===== src/rtl/mac_pkg.sv =====
// Shared state encoding, accumulator sizing and result saturation for the vector MAC engine.
package mac_pkg;

    typedef logic [1:0] state_t;

    localparam state_t IDLE = 2'd0;
    localparam state_t ACCM = 2'd1;
    localparam state_t BIAS = 2'd2;
    localparam state_t DONE = 2'd3;

    localparam int SAT_W = 64;

    // Wide enough that a full-length job of worst-case products can never wrap.
    function automatic int acc_width(input int a_w, input int b_w, input int lanes, input int cnt_w);
        int prod_w;
        prod_w = (a_w + b_w > 2 * a_w) ? a_w + b_w : 2 * a_w;
        return prod_w + $clog2(lanes) + cnt_w + 1;
    endfunction

    // Returns {ovf, result}; the result is clamped when sat_en is set, else passed through for truncation.
    function automatic logic [SAT_W:0] sat_trunc(input logic signed [SAT_W-1:0] value,
                                                 input logic sat_en, input int out_w);
        logic signed [SAT_W-1:0] hi;
        logic signed [SAT_W-1:0] lo;
        logic signed [SAT_W-1:0] res;
        logic                    ovf;
        hi  = (64'sd1 <<< (out_w - 1)) - 64'sd1;
        lo  = -(64'sd1 <<< (out_w - 1));
        ovf = (value > hi) || (value < lo);
        res = value;
        if (sat_en && value > hi) res = hi;
        if (sat_en && value < lo) res = lo;
        return {ovf, res};
    endfunction

endpackage


===== src/rtl/mac_lane_sum.sv =====
// Combinational per-beat term generator: LANES signed products (or a<<A_W in add mode) summed to ACC_W.
module mac_lane_sum
    import mac_pkg::*;
#(
    parameter int A_BITWIDTH = 8,
    parameter int B_BITWIDTH = A_BITWIDTH,
    parameter int LANES      = 4,
    parameter int ACC_W      = 27
) (
    input  logic                           i_add,
    input  logic [LANES*A_BITWIDTH-1:0]    i_data_a,
    input  logic [LANES*B_BITWIDTH-1:0]    i_data_b,
    output logic signed [ACC_W-1:0]        o_sum
);

    logic signed [A_BITWIDTH-1:0] w_a;
    logic signed [B_BITWIDTH-1:0] w_b;

    always_comb begin
        o_sum = '0;
        w_a   = '0;
        w_b   = '0;
        for (int i = 0; i < LANES; i++) begin
            w_a = i_data_a[i*A_BITWIDTH +: A_BITWIDTH];
            w_b = i_data_b[i*B_BITWIDTH +: B_BITWIDTH];
            if (i_add)
                o_sum = o_sum + (ACC_W'(w_a) <<< A_BITWIDTH);
            else
                o_sum = o_sum + ACC_W'(w_a) * ACC_W'(w_b);
        end
    end

endmodule


===== src/rtl/mac_vector.sv =====
// Multi-lane signed MAC engine: accumulates len beats, adds a bias, optionally saturates the result.
module mac_vector
    import mac_pkg::*;
#(
    parameter int A_BITWIDTH   = 8,
    parameter int B_BITWIDTH   = A_BITWIDTH,
    parameter int LANES        = 4,
    parameter int OUT_BITWIDTH = 20,
    parameter int C_BITWIDTH   = OUT_BITWIDTH - 1,
    parameter int CNT_BITWIDTH = 8
) (
    input  logic                               clk,
    input  logic                               rst,
    input  logic                               start,
    input  logic [CNT_BITWIDTH-1:0]            len,
    input  logic                               add,
    input  logic                               sat_en,
    input  logic signed [C_BITWIDTH-1:0]       data_c,
    input  logic                               in_valid,
    output logic                               in_ready,
    input  logic [LANES*A_BITWIDTH-1:0]        data_a,
    input  logic [LANES*B_BITWIDTH-1:0]        data_b,
    output logic                               out_valid,
    input  logic                               out_ready,
    output logic signed [OUT_BITWIDTH-1:0]     out,
    output logic                               ovf,
    output logic                               busy
);

    localparam int ACC_W = acc_width(A_BITWIDTH, B_BITWIDTH, LANES, CNT_BITWIDTH);

    state_t                          r_state;
    logic [CNT_BITWIDTH-1:0]         r_len;
    logic [CNT_BITWIDTH-1:0]         r_cnt;
    logic                            r_add;
    logic                            r_sat;
    logic signed [C_BITWIDTH-1:0]    r_c;
    logic signed [ACC_W-1:0]         r_acc;
    logic signed [OUT_BITWIDTH-1:0]  r_out;
    logic                            r_ovf;

    logic signed [ACC_W-1:0]         w_sum;
    logic signed [ACC_W:0]           w_total;
    logic signed [SAT_W-1:0]         w_total_ext;
    logic signed [OUT_BITWIDTH-1:0]  w_res;
    logic                            w_res_ovf;

    mac_lane_sum #(
        .A_BITWIDTH (A_BITWIDTH),
        .B_BITWIDTH (B_BITWIDTH),
        .LANES      (LANES),
        .ACC_W      (ACC_W)
    ) u_lane_sum (
        .i_add    (r_add),
        .i_data_a (data_a),
        .i_data_b (data_b),
        .o_sum    (w_sum)
    );

    assign w_total     = (ACC_W+1)'(r_acc) + (ACC_W+1)'(r_c);
    assign w_total_ext = SAT_W'(w_total);
    assign w_res       = OUT_BITWIDTH'(sat_trunc(w_total_ext, r_sat, OUT_BITWIDTH));
    assign w_res_ovf   = 1'(sat_trunc(w_total_ext, r_sat, OUT_BITWIDTH) >> SAT_W);

    assign in_ready  = (r_state == ACCM);
    assign out_valid = (r_state == DONE);
    assign busy      = (r_state != IDLE);
    assign out       = r_out;
    assign ovf       = r_ovf;

    always_ff @(posedge clk or posedge rst) begin
        if (rst) begin
            r_state <= IDLE;
            r_len   <= '0;
            r_cnt   <= '0;
            r_add   <= 1'b0;
            r_sat   <= 1'b0;
            r_c     <= '0;
            r_acc   <= '0;
            r_out   <= '0;
            r_ovf   <= 1'b0;
        end else begin
            case (r_state)
                IDLE: begin
                    if (start) begin
                        r_len   <= len;
                        r_add   <= add;
                        r_sat   <= sat_en;
                        r_c     <= data_c;
                        r_acc   <= '0;
                        r_cnt   <= '0;
                        r_state <= (len == '0) ? BIAS : ACCM;
                    end
                end
                ACCM: begin
                    if (in_valid) begin
                        r_acc <= r_acc + w_sum;
                        r_cnt <= r_cnt + CNT_BITWIDTH'(1);
                        if (r_cnt == r_len - CNT_BITWIDTH'(1))
                            r_state <= BIAS;
                    end
                end
                BIAS: begin
                    r_out   <= w_res;
                    r_ovf   <= w_res_ovf;
                    r_state <= DONE;
                end
                DONE: begin
                    if (out_ready)
                        r_state <= IDLE;
                end
                default: r_state <= IDLE;
            endcase
        end
    end

endmodule


===== config.mk =====
export PLATFORM = sky130hd
export DESIGN_NAME = mac_vector
export DESIGN_NICKNAME = d
export VERILOG_FILES = /design/src/rtl/mac_pkg.sv /design/src/rtl/mac_lane_sum.sv /design/src/rtl/mac_vector.sv
export SDC_FILE = /design/constraint.sdc
export NUM_CORES = 1
export LEC_CHECK = 0
export ABC_AREA = 0
export CAP_MARGIN = 15
export CORE_MARGIN = 2
export CORE_UTILIZATION = 28
export DETAILED_ROUTE_END_ITERATION = 16
export DONT_BUFFER_PORTS = 1
export GPL_TIMING_DRIVEN = 0
export PLACE_DENSITY = 0.39
export SYNTH_ARGS = -nofsm -noshare
export SYNTH_HDL_FRONTEND = slang
export SYNTH_SLANG_ARGS = --single-unit

===== constraint.sdc =====
create_clock -name clk -period 12.69 [get_ports clk]
set_input_delay 1.269 -clock clk [delete_from_list [all_inputs] [get_ports clk]]
set_output_delay 1.269 -clock clk [all_outputs]
set_load 0.01 [all_outputs]

Word level (Yosys, flattened, before mapping)
Cells that the tools add are included.
{"block": "totals", "latchBits": 0, "ram_bits": 0, "wordCells": 61, "mem_bits_ro": 0, "reg_bits": 87, "n_memories": 0}
{"block": "classes", "addsub": 10, "n_div": 0, "eq_ne": 8, "reduce_logical": 10, "magnitude_cmp": 2, "multipliers": 4, "bitwise": 0, "shift": 0, "muxes": 18}
{"operator": "2-to-1 mux 27 bit", "n": 6}
{"operator": "adder 27 bit", "n": 4}
{"operator": "adder 27 x 16 -> 27 bit", "n": 3}
{"operator": "multiplier 8 x 8 -> 16 bit", "n": 4}
{"operator": "one-hot mux 27 bit (2 select lines)", "n": 1}
{"operator": "2-to-1 mux 20 bit", "n": 2}
{"operator": "adder 27 x 19 -> 28 bit", "n": 1}
{"operator": "> comparator 28 x 20 -> 1 bit (second input constant)", "n": 1}
{"operator": "< comparator 28 x 20 -> 1 bit (second input constant)", "n": 1}
{"operator": "2-to-1 mux 8 bit", "n": 2}
{"operator": "one-hot mux 8 bit (2 select lines)", "n": 1}
{"operator": "2-to-1 mux 2 bit", "n": 5}
{"operator": "adder 8 x 1 -> 8 bit (second input constant)", "n": 1}
{"operator": "== test 8 bit", "n": 1}
{"operator": "logical NOT 8 bit", "n": 1}
{"operator": "one-hot mux 2 bit (4 select lines)", "n": 1}
{"operator": "subtractor 8 x 1 -> 8 bit (second input constant)", "n": 1}
{"operator": "== test 2 bit (second input constant)", "n": 2}
{"operator": "!= test 2 x 1 -> 1 bit (second input constant)", "n": 2}
{"operator": "!= test 2 bit (second input constant)", "n": 2}
{"operator": "AND reduction 4 bit", "n": 1}
{"operator": "nonzero test 2 bit", "n": 2}
{"operator": "AND reduction 3 bit", "n": 1}
{"operator": "== test 2 x 1 -> 1 bit (second input constant)", "n": 1}
{"operator": "4 further kinds", "n": 5}

Depth between registers and ports, before layout
Gate-level depths: netlist of run 1.
{"block": "logic_depth", "word_depth": 11, "depth_mapped": 57}

Modules after synthesis
A second synthesis of run 1 with hierarchy kept.
{"block": "unflattened", "hier_cells": 2734, "area_unflattened_um2": 24658.6}
{"module": "mac_lane_sum", "cells_each": 2028, "area_each_um2": 18009.8, "n_inst": 1, "seq_area_each_um2": 0.0}
{"module": "mac_vector", "cells_each": 706, "area_each_um2": 6648.9, "n_inst": 1, "seq_area_each_um2": 2177.1}

Worst setup path after synthesis of run 1
Ideal clock, no wire load.
{"block": "synth_timing", "path_type": "input-to-reg", "from": "input port data_a[7]", "to": "register r_acc[26]", "arrival_ns": 11.201, "slack_ns": 1.371, "required_time_ns": 12.571, "path_stages": 54, "path_buffers": 1, "path_cell_list": "clkbuf_1 -> and2_1 -> fa_1 -> inv_1 -> fa_1 -> inv_1 -> fa_1 -> inv_1 -> fa_1 -> inv_1 -> ha_1 -> nor2b_1 -> o21a_1 -> o21ai_0 -> nand2b_1 -> a21o_1 -> a21o_1 -> a21oi_1 -> [18 not listed] -> xor2_1 -> o21ai_0 -> ha_1 -> nand2_1 -> o21ai_0 -> inv_1 -> o311a_1 -> nor3_1 -> xnor2_1 -> o21ai_0 -> ha_1 -> a21o_1 -> a211oi_1 -> a31oi_1 -> nor3_1 -> nor3_1 -> o21ai_0 -> a21bo_1"}
{"block": "synth_between", "elab_chain_cells": 11}
{"item": "from (decl)", "line": "mac_vector.sv:21", "source": "input logic [LANES*A_BITWIDTH-1:0] data_a,"}
{"item": "multiplier 8 x 8 -> 16 bit", "line": "mac_lane_sum.sv:29", "source": "o_sum = o_sum + ACC_W'(w_a) * ACC_W'(w_b);"}
{"item": "2-to-1 mux 27 bit *", "line": "mac_lane_sum.sv:26", "source": "if (i_add)"}
{"item": "adder 27 bit or adder 27 x 16 -> 27 bit (tied branches)", "line": "mac_lane_sum.sv:29, mac_lane_sum.sv:27"}
{"item": "2-to-1 mux 27 bit *", "line": "mac_lane_sum.sv:26"}
{"item": "adder 27 bit or adder 27 x 16 -> 27 bit (tied branches)", "line": "mac_lane_sum.sv:29, mac_lane_sum.sv:27"}
{"item": "2-to-1 mux 27 bit *", "line": "mac_lane_sum.sv:26"}
{"item": "adder 27 bit or adder 27 x 16 -> 27 bit (tied branches)", "line": "mac_lane_sum.sv:29, mac_lane_sum.sv:27"}
{"item": "2-to-1 mux 27 bit *", "line": "mac_lane_sum.sv:26"}
{"item": "adder 27 bit *", "line": "mac_vector.sv:97", "source": "r_acc <= r_acc + w_sum;"}
{"item": "2-to-1 mux 27 bit *", "line": "mac_vector.sv:96", "source": "if (in_valid) begin"}
{"item": "one-hot mux 27 bit (2 select lines) *", "line": "mac_vector.sv:83", "source": "case (r_state)"}
{"item": "to (signal assigned)", "line": "mac_vector.sv:97"}
{"item": "to (decl)", "line": "mac_vector.sv:38", "source": "logic signed [ACC_W-1:0] r_acc;"}
Every way passes the cells marked *; elsewhere a longest branch is shown, timed or not. The select of a mux whose other input is x is not followed.
A chain may end at the register's enable or synchronous reset.

Final worst setup path of run 1
Same ends and word-level chain as after synthesis.

==> run summary, run 1 <==
Status -> completed
Hold-fix buffer count after cts -> 0
Most frequent cell after synthesis -> sky130_fd_sc_hd__inv_1
Startpoint class of the critical path -> input port
Final Routed Wirelength -> 60.2 mm
Hold crit path type -> reg2reg
Die outline width -> 280 um
Number of enable-type register cells in the synthesized netlist -> 0
Met2 Use GR -> 28.3%
Max Cap Violations -> 0
Average routed wire per standard cell -> 16.9 um
Final routed DRC violation total -> 0
Global-route wire length before repair -> 97.8 mm
Avg Cell Area, Syn -> 8.35 um2
Antenna violations before repair -> 1
Post-Syn Area -> 21,400 um2
Data required time at the worst endpoint -> 12.94 ns
H-tree level count -> 3
DPL Wire Length -> 51.2 mm
GR Util All Layers -> 15.6%
Yosys synthesis warning count -> 0
Largest driver fanout on the critical path -> 9
Setup Skew -> 0.0154 ns
Cell type with the highest aggregate area in the netlist -> sky130_fd_sc_hd__fa_1
Die outline height -> 280 um
Final setup violation count -> 0
Slowest cell on crit path -> sky130_fd_sc_hd__fa_1
Violation count after the first detailed-route iteration -> 566
IO Pins -> 122
Proportion of netlist area held by the largest area contributor -> 21.5%
Fraction of final layout cells sized beyond drive strength 1 -> 3.59%
Async set-or-reset flop fraction in the synthesized netlist -> 100%
Gpl congestion -> 0.853
# rows -> 101
FILL cells -> 8,119
Cell types occupying the most area after synthesis -> sky130_fd_sc_hd__fa_1 (22%), sky130_fd_sc_hd__ha_1 (17%), sky130_fd_sc_hd__dfrtp_1 (10%), sky130_fd_sc_hd__inv_1 (6.9%), sky130_fd_sc_hd__xnor2_1 (5.8%)
Number of buffers inserted during clock tree synthesis -> 9
Post-Syn Nets -> 3,179
Kind of end point of the critical path -> register
GR met3 Demand/Resource -> 1.11%
Number of global-route vias before repair -> 18.3k
TritonCTS clock tree -> built
Post-route clock period utilization -> 94.7%
Setup slack, reg-to-reg -> 2.43 ns
Core region area -> 75,800 um2
Buffer cell driving the clock tree root -> sky130_fd_sc_hd__clkbuf_16
Clk Latency, worst-skew pair -> 0.36 ns
Number of port buffers -> 0
Cell types with the highest counts after synthesis -> sky130_fd_sc_hd__inv_1 (395), sky130_fd_sc_hd__ha_1 (288), sky130_fd_sc_hd__fa_1 (230)
Post-layout util -> 30.5%
Maximum clock rate -> 83.2 MHz
Critical path class -> in2reg
Starting density of the core -> 28.2%
N_diodes -> 0
Final ANT Viol Nets -> 0
Final Net Count -> 3,198
Number of instances in the synthesized netlist -> 2,563
Data arrival time of the critical path -> 12.26 ns
Total number of vias -> 17.1k
Synth Flop Type -> sky130_fd_sc_hd__dfrtp_1
Worst Reg-to-Reg Cells -> 44
Area Growth Syn to Fin -> 7.93%
Post-synth cell types -> 73
Max-slew violations -> 0
Highest cell delay on the worst timing path -> 0.52 ns
Critical register-to-register path endpoint -> r_acc[26]$_DFFE_PP0P_
First-pass iteration count of the detailed router -> 5
FF-to-FF Start -> r_add$_DFFE_PP0P_
Tmin final -> 12.01 ns
Largest net degree at the start of global routing -> 69
Final Hold Vio Count -> 0
GR Util met1 -> 20.2%
DIE AREA -> 78,700 um2
Clock transition at path regs -> 0.06 ns
Number of clock sinks -> 87
Post-synthesis sequential area ratio -> 10.2%
Count of state elements after synthesis -> 87
Slew @ Worst Pin -> 1.15 ns
CTS max path bufs -> 2
Launch point of the worst path -> data_a[7]
Overflow left after global routing -> 0
Termination of the worst setup path -> r_acc[26]$_DFFE_PP0P_
Max transition margin -> 23.4%
Most congested layer reported by global routing -> met2
Average vias per placed instance -> 4.80
## sequential cells by signal, indices dropped and copies added (netlist names)
register / count
r_state: 2
ovf: 1
r_acc: 27
out: 20
r_sat: 1
r_c: 19
r_add: 1
r_len: 8
r_cnt: 8
## kinds of logic after synthesis
logic type | after synthesis | share of synthesized area (%)
and+or+nand+nor | 738 | 17.0
AOI/OAI and AO/OA | 536 | 16.0
adders and majority gates | 518 | 38.3
buffers and inverters | 433 | 7.64
xor gates and xnor gates | 212 | 8.74
DFF | 87 | 10.2
muxes | 39 | 2.02
## final cells by class
type                       instances  area, um2  area share [%]
multi-input combinational       2043      17700            76.6
sequential                        87       2180            9.42
inverter                         395       1490            6.43
tap                              978       1220            5.30
clock buffer                      12        236            1.02
buffer                            38        154           0.666
timing repair buffer               8       80.1           0.347
clock inverter                     4       56.3           0.244
## worst max-delay path: cells and delay by family
family	cells	cell delay [ns]
and+or+nand+nor	13	1.92
adders and majority gates	9	3.82
AOI/OAI and AO/OA	20	3.99
muxes	1	0.34
xor gates and xnor gates	3	0.45
buffers and inverters	6	0.43
## timing repair
| action | in CTS | in global routing |
|---|---|---|
| buffers inserted | 0 | 6 |
| gates resized for setup | 4 | 28 |
| pin swaps | 0 | 5 |
| endpoints found under the setup margin | 1 | 6 |
| hold endpoints to repair | 0 | 0 |
## metrics by stage
stage | TNS (ns) | cell area [um2] | worst slack (ns) | instances | hold slack, ns
3_5_place_dp | -1.17 | 22700 | -0.686 | 3543 | 0.504
6_report | 0 | 23100 | 0.676 | 3565 | 0.513
3_3_place_gp | -0.753 | 22600 | -0.529 | 3541 | 0.495
4_1_cts | 0 | 23000 | 0.0967 | 3559 | 0.519
5_1_grt | -0.0182 | 23100 | -0.0182 | 3565 | 0.541
2_1_floorplan | 0 | 21400 | 1.37 | 2563 | 0.475
## placed cells by master (no fill, tap or decap), types with 10 or more instances in the layout
cell | synthesis | final
sky130_fd_sc_hd__inv_1 | 395 | 394
sky130_fd_sc_hd__ha_1 | 288 | 288
sky130_fd_sc_hd__fa_1 | 230 | 230
sky130_fd_sc_hd__nand2_1 | 199 | 199
sky130_fd_sc_hd__nor2_1 | 169 | 169
sky130_fd_sc_hd__and2_1 | 161 | 161
sky130_fd_sc_hd__a21oi_1 | 145 | 141
sky130_fd_sc_hd__xnor2_1 | 141 | 140
sky130_fd_sc_hd__o21ai_0 | 127 | 119
sky130_fd_sc_hd__dfrtp_1 | 87 | 87
sky130_fd_sc_hd__xor2_1 | 70 | 70
sky130_fd_sc_hd__a21o_1 | 62 | 62
sky130_fd_sc_hd__nand2b_1 | 44 | 44
sky130_fd_sc_hd__clkbuf_1 | 32 | 34
sky130_fd_sc_hd__mux2_2 | 34 | 34
sky130_fd_sc_hd__nor3_1 | 36 | 33
sky130_fd_sc_hd__o21bai_1 | 30 | 30
sky130_fd_sc_hd__nor2b_1 | 29 | 29
sky130_fd_sc_hd__o21a_1 | 28 | 28
sky130_fd_sc_hd__nand3_1 | 27 | 27
sky130_fd_sc_hd__or3_1 | 21 | 21
sky130_fd_sc_hd__o22ai_1 | 21 | 21
sky130_fd_sc_hd__a31oi_1 | 17 | 17
sky130_fd_sc_hd__and3_1 | 14 | 14
sky130_fd_sc_hd__nand4_1 | 11 | 11
sky130_fd_sc_hd__a211oi_1 | 11 | 10
## routing by layer
metal | wire, um | part of all wire (%)
met5 | 12 | 0.020
met4 | 1030 | 1.7
met3 | 1530 | 2.5
met2 | 29900 | 50
met1 | 27700 | 46
## how the worst min path moves through the flow
stage	start	to	cells after the start
floorplan	r_acc[26]$_DFFE_PP0P_	r_acc[26]$_DFFE_PP0P_	1
global placement	r_c[11]$_DFFE_PP0P_	r_c[11]$_DFFE_PP0P_	1
detailed placement	r_c[9]$_DFFE_PP0P_	r_c[9]$_DFFE_PP0P_	1
CTS	r_c[9]$_DFFE_PP0P_	r_c[9]$_DFFE_PP0P_	1
global route	r_c[8]$_DFFE_PP0P_	r_c[8]$_DFFE_PP0P_	1
finish	r_c[9]$_DFFE_PP0P_	r_c[9]$_DFFE_PP0P_	1
Power of run 1 is not shown: default switching activity piles up to over one toggle a cycle in this logic, so the estimate is an artifact.
==> run 2: changes to the inputs <==
--- a/config.mk
+++ b/config.mk
@@ -9,6 +9,7 @@
 export CAP_MARGIN = 15
 export CORE_MARGIN = 2
 export CORE_UTILIZATION = 28
+export CTS_BUF_LIST = sky130_fd_sc_hd__clkbuf_2
 export DETAILED_ROUTE_END_ITERATION = 16
 export DONT_BUFFER_PORTS = 1
 export GPL_TIMING_DRIVEN = 0
==> run 2 against run 1 <==
Against the previous run: global-route usage about the same; highest routed layer is now met4; sequential share of layout area grew 0.11 points; die area unchanged; final area is 1.1% lower; non-clock buffer count is 4 lower.
==> run summary, run 2 (same netlist as run 1, synthesis figures left out) <==
DIE AREA -> 78,700 um2
Setup WS post-layout -> 0.690 ns
Setup slack after placement -> -0.686 ns
Area Growth Syn to Fin -> 6.74%
Slowest cell on crit path -> sky130_fd_sc_hd__o41ai_1
Highest cell delay on the worst timing path -> 0.96 ns
Placed cell areas -> 22,700 um2
Maximum clock rate -> 83.3 MHz
# rows -> 101
Gpl congestion -> 0.853
Global-route wire length before repair -> 98.1 mm
Die outline width -> 280 um
Kind of end point of the critical path -> register
Clock transition at path regs -> 0.22 ns
Final Net Count -> 3,194
Average routed wire per standard cell -> 16.9 um
Hold-fix buffer count after cts -> 0
Status -> completed
Data required time at the worst endpoint -> 13.20 ns
Die outline height -> 280 um
Final hold slack -> 0.465 ns
Violation count after the first detailed-route iteration -> 614
Data arrival time of the critical path -> 12.51 ns
Largest net degree at the start of global routing -> 69
Critical path class -> in2reg
Final routed DRC violation total -> 0
IO Pins -> 122
Top reg by flops -> r_acc
Overflow left after global routing -> 0
Number of clock sinks -> 87
Final Routed Wirelength -> 60.1 mm
Hold crit path type -> in2async
Max Cap Violations -> 0
Final cell count without fillers -> 3,563
Average vias per placed instance -> 4.82
Post-route cell area -> 22,800 um2
Core region area -> 75,800 um2
Post-route clock period utilization -> 94.6%
Final setup violation count -> 0
GR Util All Layers -> 15.6%
Max reg flops -> 27
Number of global-route vias before repair -> 18.3k
Setup Skew -> 0.0484 ns
Final ANT Viol Nets -> 0
Fraction of final layout cells sized beyond drive strength 1 -> 3.25%
Startpoint class of the critical path -> input port
CTS max path bufs -> 2
Final Hold Vio Count -> 0
Max-slew violations -> 0
Largest driver fanout on the critical path -> 9
Number of placed instances, taps included -> 3,543
Most frequent standard cell in the layout excluding fill and tap cells -> sky130_fd_sc_hd__inv_1
Buffer cell driving the clock tree root -> sky130_fd_sc_hd__clkbuf_2
Total number of vias -> 17.2k
DPL Wire Length -> 51.2 mm
TritonCTS clock tree -> built
Starting density of the core -> 28.2%
Slew @ Worst Pin -> 1.09 ns
First-pass iteration count of the detailed router -> 7
Clk Latency, worst-skew pair -> 0.63 ns
Tmin final -> 12.00 ns
H-tree level count -> 3
Number of buffers inserted during clock tree synthesis -> 9
Max transition margin -> 26.6%
Commonest cells after routing, fill and taps aside -> sky130_fd_sc_hd__inv_1 (394), sky130_fd_sc_hd__ha_1 (288), sky130_fd_sc_hd__fa_1 (230)
Number of port buffers -> 0
Unrepaired setup endpoints after global routing -> false
Antenna violations before repair -> 2
[run 2: cell types whose count changed in the layout (fill, tap and decap cells not counted), sizes merged]
cell and change:
buf -4, diode +2
[run 2: final timing paths]
| kind | from | endpoint | slack [ns] | cells past startpoint |
|---|---|---|---|---|
| max in group asynchronous | rst | r_c[2]$_DFFE_PP0P_ | 11.58 | 2 |
| hold reg to reg | r_c[9]$_DFFE_PP0P_ | r_c[9]$_DFFE_PP0P_ | 0.54 | 1 |
| setup reg to reg | r_add$_DFFE_PP0P_ | r_acc[26]$_DFFE_PP0P_ | 2.35 | 44 |
| setup / recovery | data_a[7] | r_acc[26]$_DFFE_PP0P_ | 0.69 | 48 |
| min in group clk | r_c[9]$_DFFE_PP0P_ | r_c[9]$_DFFE_PP0P_ | 0.54 | 1 |
| hold / removal | rst | r_acc[12]$_DFFE_PP0P_ | 0.47 | 1 |
[run 2: final cells by class]
class	instances	area, um2
Fill cell	8139	53000
Multi-Input combinational cell	2043	17600
Sequential cell	87	2180
Inverter	395	1490
Tap cell	978	1220
Buffer	38	153
Clock buffer	12	60.1
Clock inverter	4	56.3
Timing Repair Buffer	4	50.0
Antenna cell	2	5.00
[run 2: worst max-delay path, delay by kind of cell]
family          cells  cell delay (ns)
buf+inv             6             0.47
xor+xnor            3             0.37
simple gates       13             2.08
fa+ha+maj           9             3.78
compound gates     16             4.19
mux                 1             0.34
[run 2: layer usage]
layer / routed length [um] / track usage (%) / share of wire, %
met5: 0 / 0 / 0
met4: 641 / 2.61 / 1.1
met3: 1280 / 1.09 / 2.1
met2: 30100 / 28.6 / 50
met1: 28100 / 20.2 / 47
[run 2: what timing repair did]
item / 4_1_cts / 5_1_grt
resized for setup: 0 / 15
setup buffers: 0 / 2
endpoints found under the setup margin: 0 / 5
endpoints found under the hold margin: 0 / 0
[run 2: through the flow]
step | util (%) | TNS (ns)
floorplan | - | 0
global placement | 29.8 | -0.753
detailed placement | 29.9 | -1.17
CTS | 30.1 | 0
global route | 30.1 | 0
finish | 30.1 | 0
Power of run 2 is left out for the same reason.
==> run 3: changes to the inputs <==
--- a/config.mk
+++ b/config.mk
@@ -14,6 +14,7 @@
 export DONT_BUFFER_PORTS = 1
 export GPL_TIMING_DRIVEN = 0
 export PLACE_DENSITY = 0.39
+export SLEW_MARGIN = 20
 export SYNTH_ARGS = -nofsm -noshare
 export SYNTH_HDL_FRONTEND = slang
 export SYNTH_SLANG_ARGS = --single-unit
==> constraint.sdc (replaced) <==
create_clock -name clk -period 12.69 [get_ports clk]
set_input_delay 1.269 -clock clk [delete_from_list [all_inputs] [get_ports clk]]
set_output_delay 1.269 -clock clk [all_outputs]
set_load 0.005 [all_outputs]
==> run 3 against run 2 <==
Against the previous run: register-to-register slack worse by 0.04 ns; worst setup slack worse by 0.017 ns; cell count about the same; routed wire length up 0.49%; first-iteration DRC count down 2.6%; fmax down 0.14%; largest cell class unchanged; final area about the same.
==> run summary, run 3 (same netlist as run 1, synthesis figures left out) <==
Total number of vias -> 17.2k
Critical path class -> in2reg
Setup slack, reg-to-reg -> 2.31 ns
Placed cell areas -> 22,700 um2
Most Frequent Cell on Critical Path -> sky130_fd_sc_hd__o21ai_0
CTS max path bufs -> 2
Tmin final -> 12.02 ns
Setup Skew -> 0.0549 ns
Largest net degree at the start of global routing -> 71
Data required time at the worst endpoint -> 13.23 ns
Final setup violation count -> 0
First-pass iteration count of the detailed router -> 5
Buffer cell driving the clock tree root -> sky130_fd_sc_hd__clkbuf_2
Setup WS post-layout -> 0.674 ns
Final routed DRC violation total -> 0
Termination of the worst setup path -> r_acc[26]$_DFFE_PP0P_
Max Cap Violations -> 0
H-tree level count -> 3
Final Hold Vio Count -> 0
Final ANT Viol Nets -> 0
Clock transition at path regs -> 0.24 ns
Number of buffers inserted during clock tree synthesis -> 9
Unrepaired setup endpoints after global routing -> false
Fraction of final layout cells sized beyond drive strength 1 -> 3.29%
Maximum clock rate -> 83.2 MHz
DPL Wire Length -> 51.3 mm
Overflow left after global routing -> 0
Startpoint class of the critical path -> input port
Number of port buffers -> 0
Die outline width -> 280 um
Post-route cell area -> 22,900 um2
Average routed wire per standard cell -> 17.0 um
TritonCTS clock tree -> built
Slowest cell on crit path -> sky130_fd_sc_hd__fa_1
Commonest cells after routing, fill and taps aside -> sky130_fd_sc_hd__inv_1 (394), sky130_fd_sc_hd__ha_1 (288), sky130_fd_sc_hd__fa_1 (230)
Max-slew violations -> 0
Hold crit path type -> in2async
Max transition margin -> 25.0%
FF-to-FF Start -> r_add$_DFFE_PP0P_
Die outline height -> 280 um
Post-route clock period utilization -> 94.7%
Violation count after the first detailed-route iteration -> 598
Area Growth Syn to Fin -> 6.77%
GR Util All Layers -> 15.7%
Max reg flops -> 27
Gpl congestion -> 0.853
Number of global-route vias before repair -> 18.3k
Data arrival time of the critical path -> 12.55 ns
Worst Reg-to-Reg Cells -> 44
Status -> completed
Final Net Count -> 3,193
Number of clock sinks -> 87
# rows -> 101
Hold-fix buffer count after cts -> 0
Most frequent standard cell in the layout excluding fill and tap cells -> sky130_fd_sc_hd__inv_1
Average vias per placed instance -> 4.82
Antenna violations before repair -> 2
Kind of end point of the critical path -> register
Launch point of the worst path -> data_a[7]
Core region area -> 75,800 um2
Setup slack after placement -> -0.724 ns
DIE AREA -> 78,700 um2
Largest driver fanout on the critical path -> 9
Clk Latency, worst-skew pair -> 0.64 ns
Global-route wire length before repair -> 98.3 mm
Critical register-to-register path endpoint -> r_acc[26]$_DFFE_PP0P_
IO Pins -> 122
Final Routed Wirelength -> 60.4 mm
Slew @ Worst Pin -> 1.12 ns
Starting density of the core -> 28.2%
Highest cell delay on the worst timing path -> 0.53 ns
Top reg by flops -> r_acc
-- run 3: changes by cell type in the layout (fill, tap and decap cells not counted), sizes merged --
cell	delta
buf	-1
clkinv	-2
clkinvlp	+1
diode	-1
inv	+1
-- run 3: worst min path at each step --
stage,startpoint,end
global placement,r_c[11]$_DFFE_PP0P_,r_c[11]$_DFFE_PP0P_
detailed placement,r_c[7]$_DFFE_PP0P_,r_c[7]$_DFFE_PP0P_
floorplan,r_acc[26]$_DFFE_PP0P_,r_acc[26]$_DFFE_PP0P_
global route,rst,r_acc[12]$_DFFE_PP0P_
CTS,rst,r_acc[12]$_DFFE_PP0P_
finish,rst,r_acc[12]$_DFFE_PP0P_
-- run 3: critical path: cells and delay by family --
family	cells	cell delay (ns)
xor+xnor	4	0.47
compound gates	20	4.15
fa+ha+maj	9	3.66
simple gates	14	2.58
buf+inv	5	0.41
-- run 3: what timing repair did --
| action | in CTS | in global routing |
|---|---|---|
| setup endpoints to repair | 0 | 6 |
| gates resized for setup | 0 | 15 |
| buffers inserted | 0 | 1 |
-- run 3: final cells by class --
cell class                 count  area (um2)
antenna                        1        2.50
fill                        8198       53000
buffer                        38         153
multi-input combinational   2043       17600
timing repair buffer           3        46.3
clock inverter                 4        55.1
tap                          978        1220
sequential                    87        2180
clock buffer                  12        60.1
inverter                     395        1490
-- run 3: per-layer routing --
metal  global-route usage [%]  part of all wire (%)  up-vias
met3                     1.11                   2.8       53
met1                     20.1                    46     8315
li1                         -                     -     8559
met4                     3.94                   2.1        2
met2                     28.4                    49      237
met5                        0                 0.022        -
-- run 3: stage by stage --
stage	setup TNS (ns)	hold slack, ns	util [%]	std cells
2_1_floorplan	0	0.475	-	2563
3_3_place_gp	-0.753	0.495	29.8	3541
3_5_place_dp	-1.27	0.506	29.9	3543
4_1_cts	0	0.310	30.1	3559
5_1_grt	0	0.298	30.1	3561
6_report	0	0.398	30.1	3561
Power of run 3 is left out for the same reason.
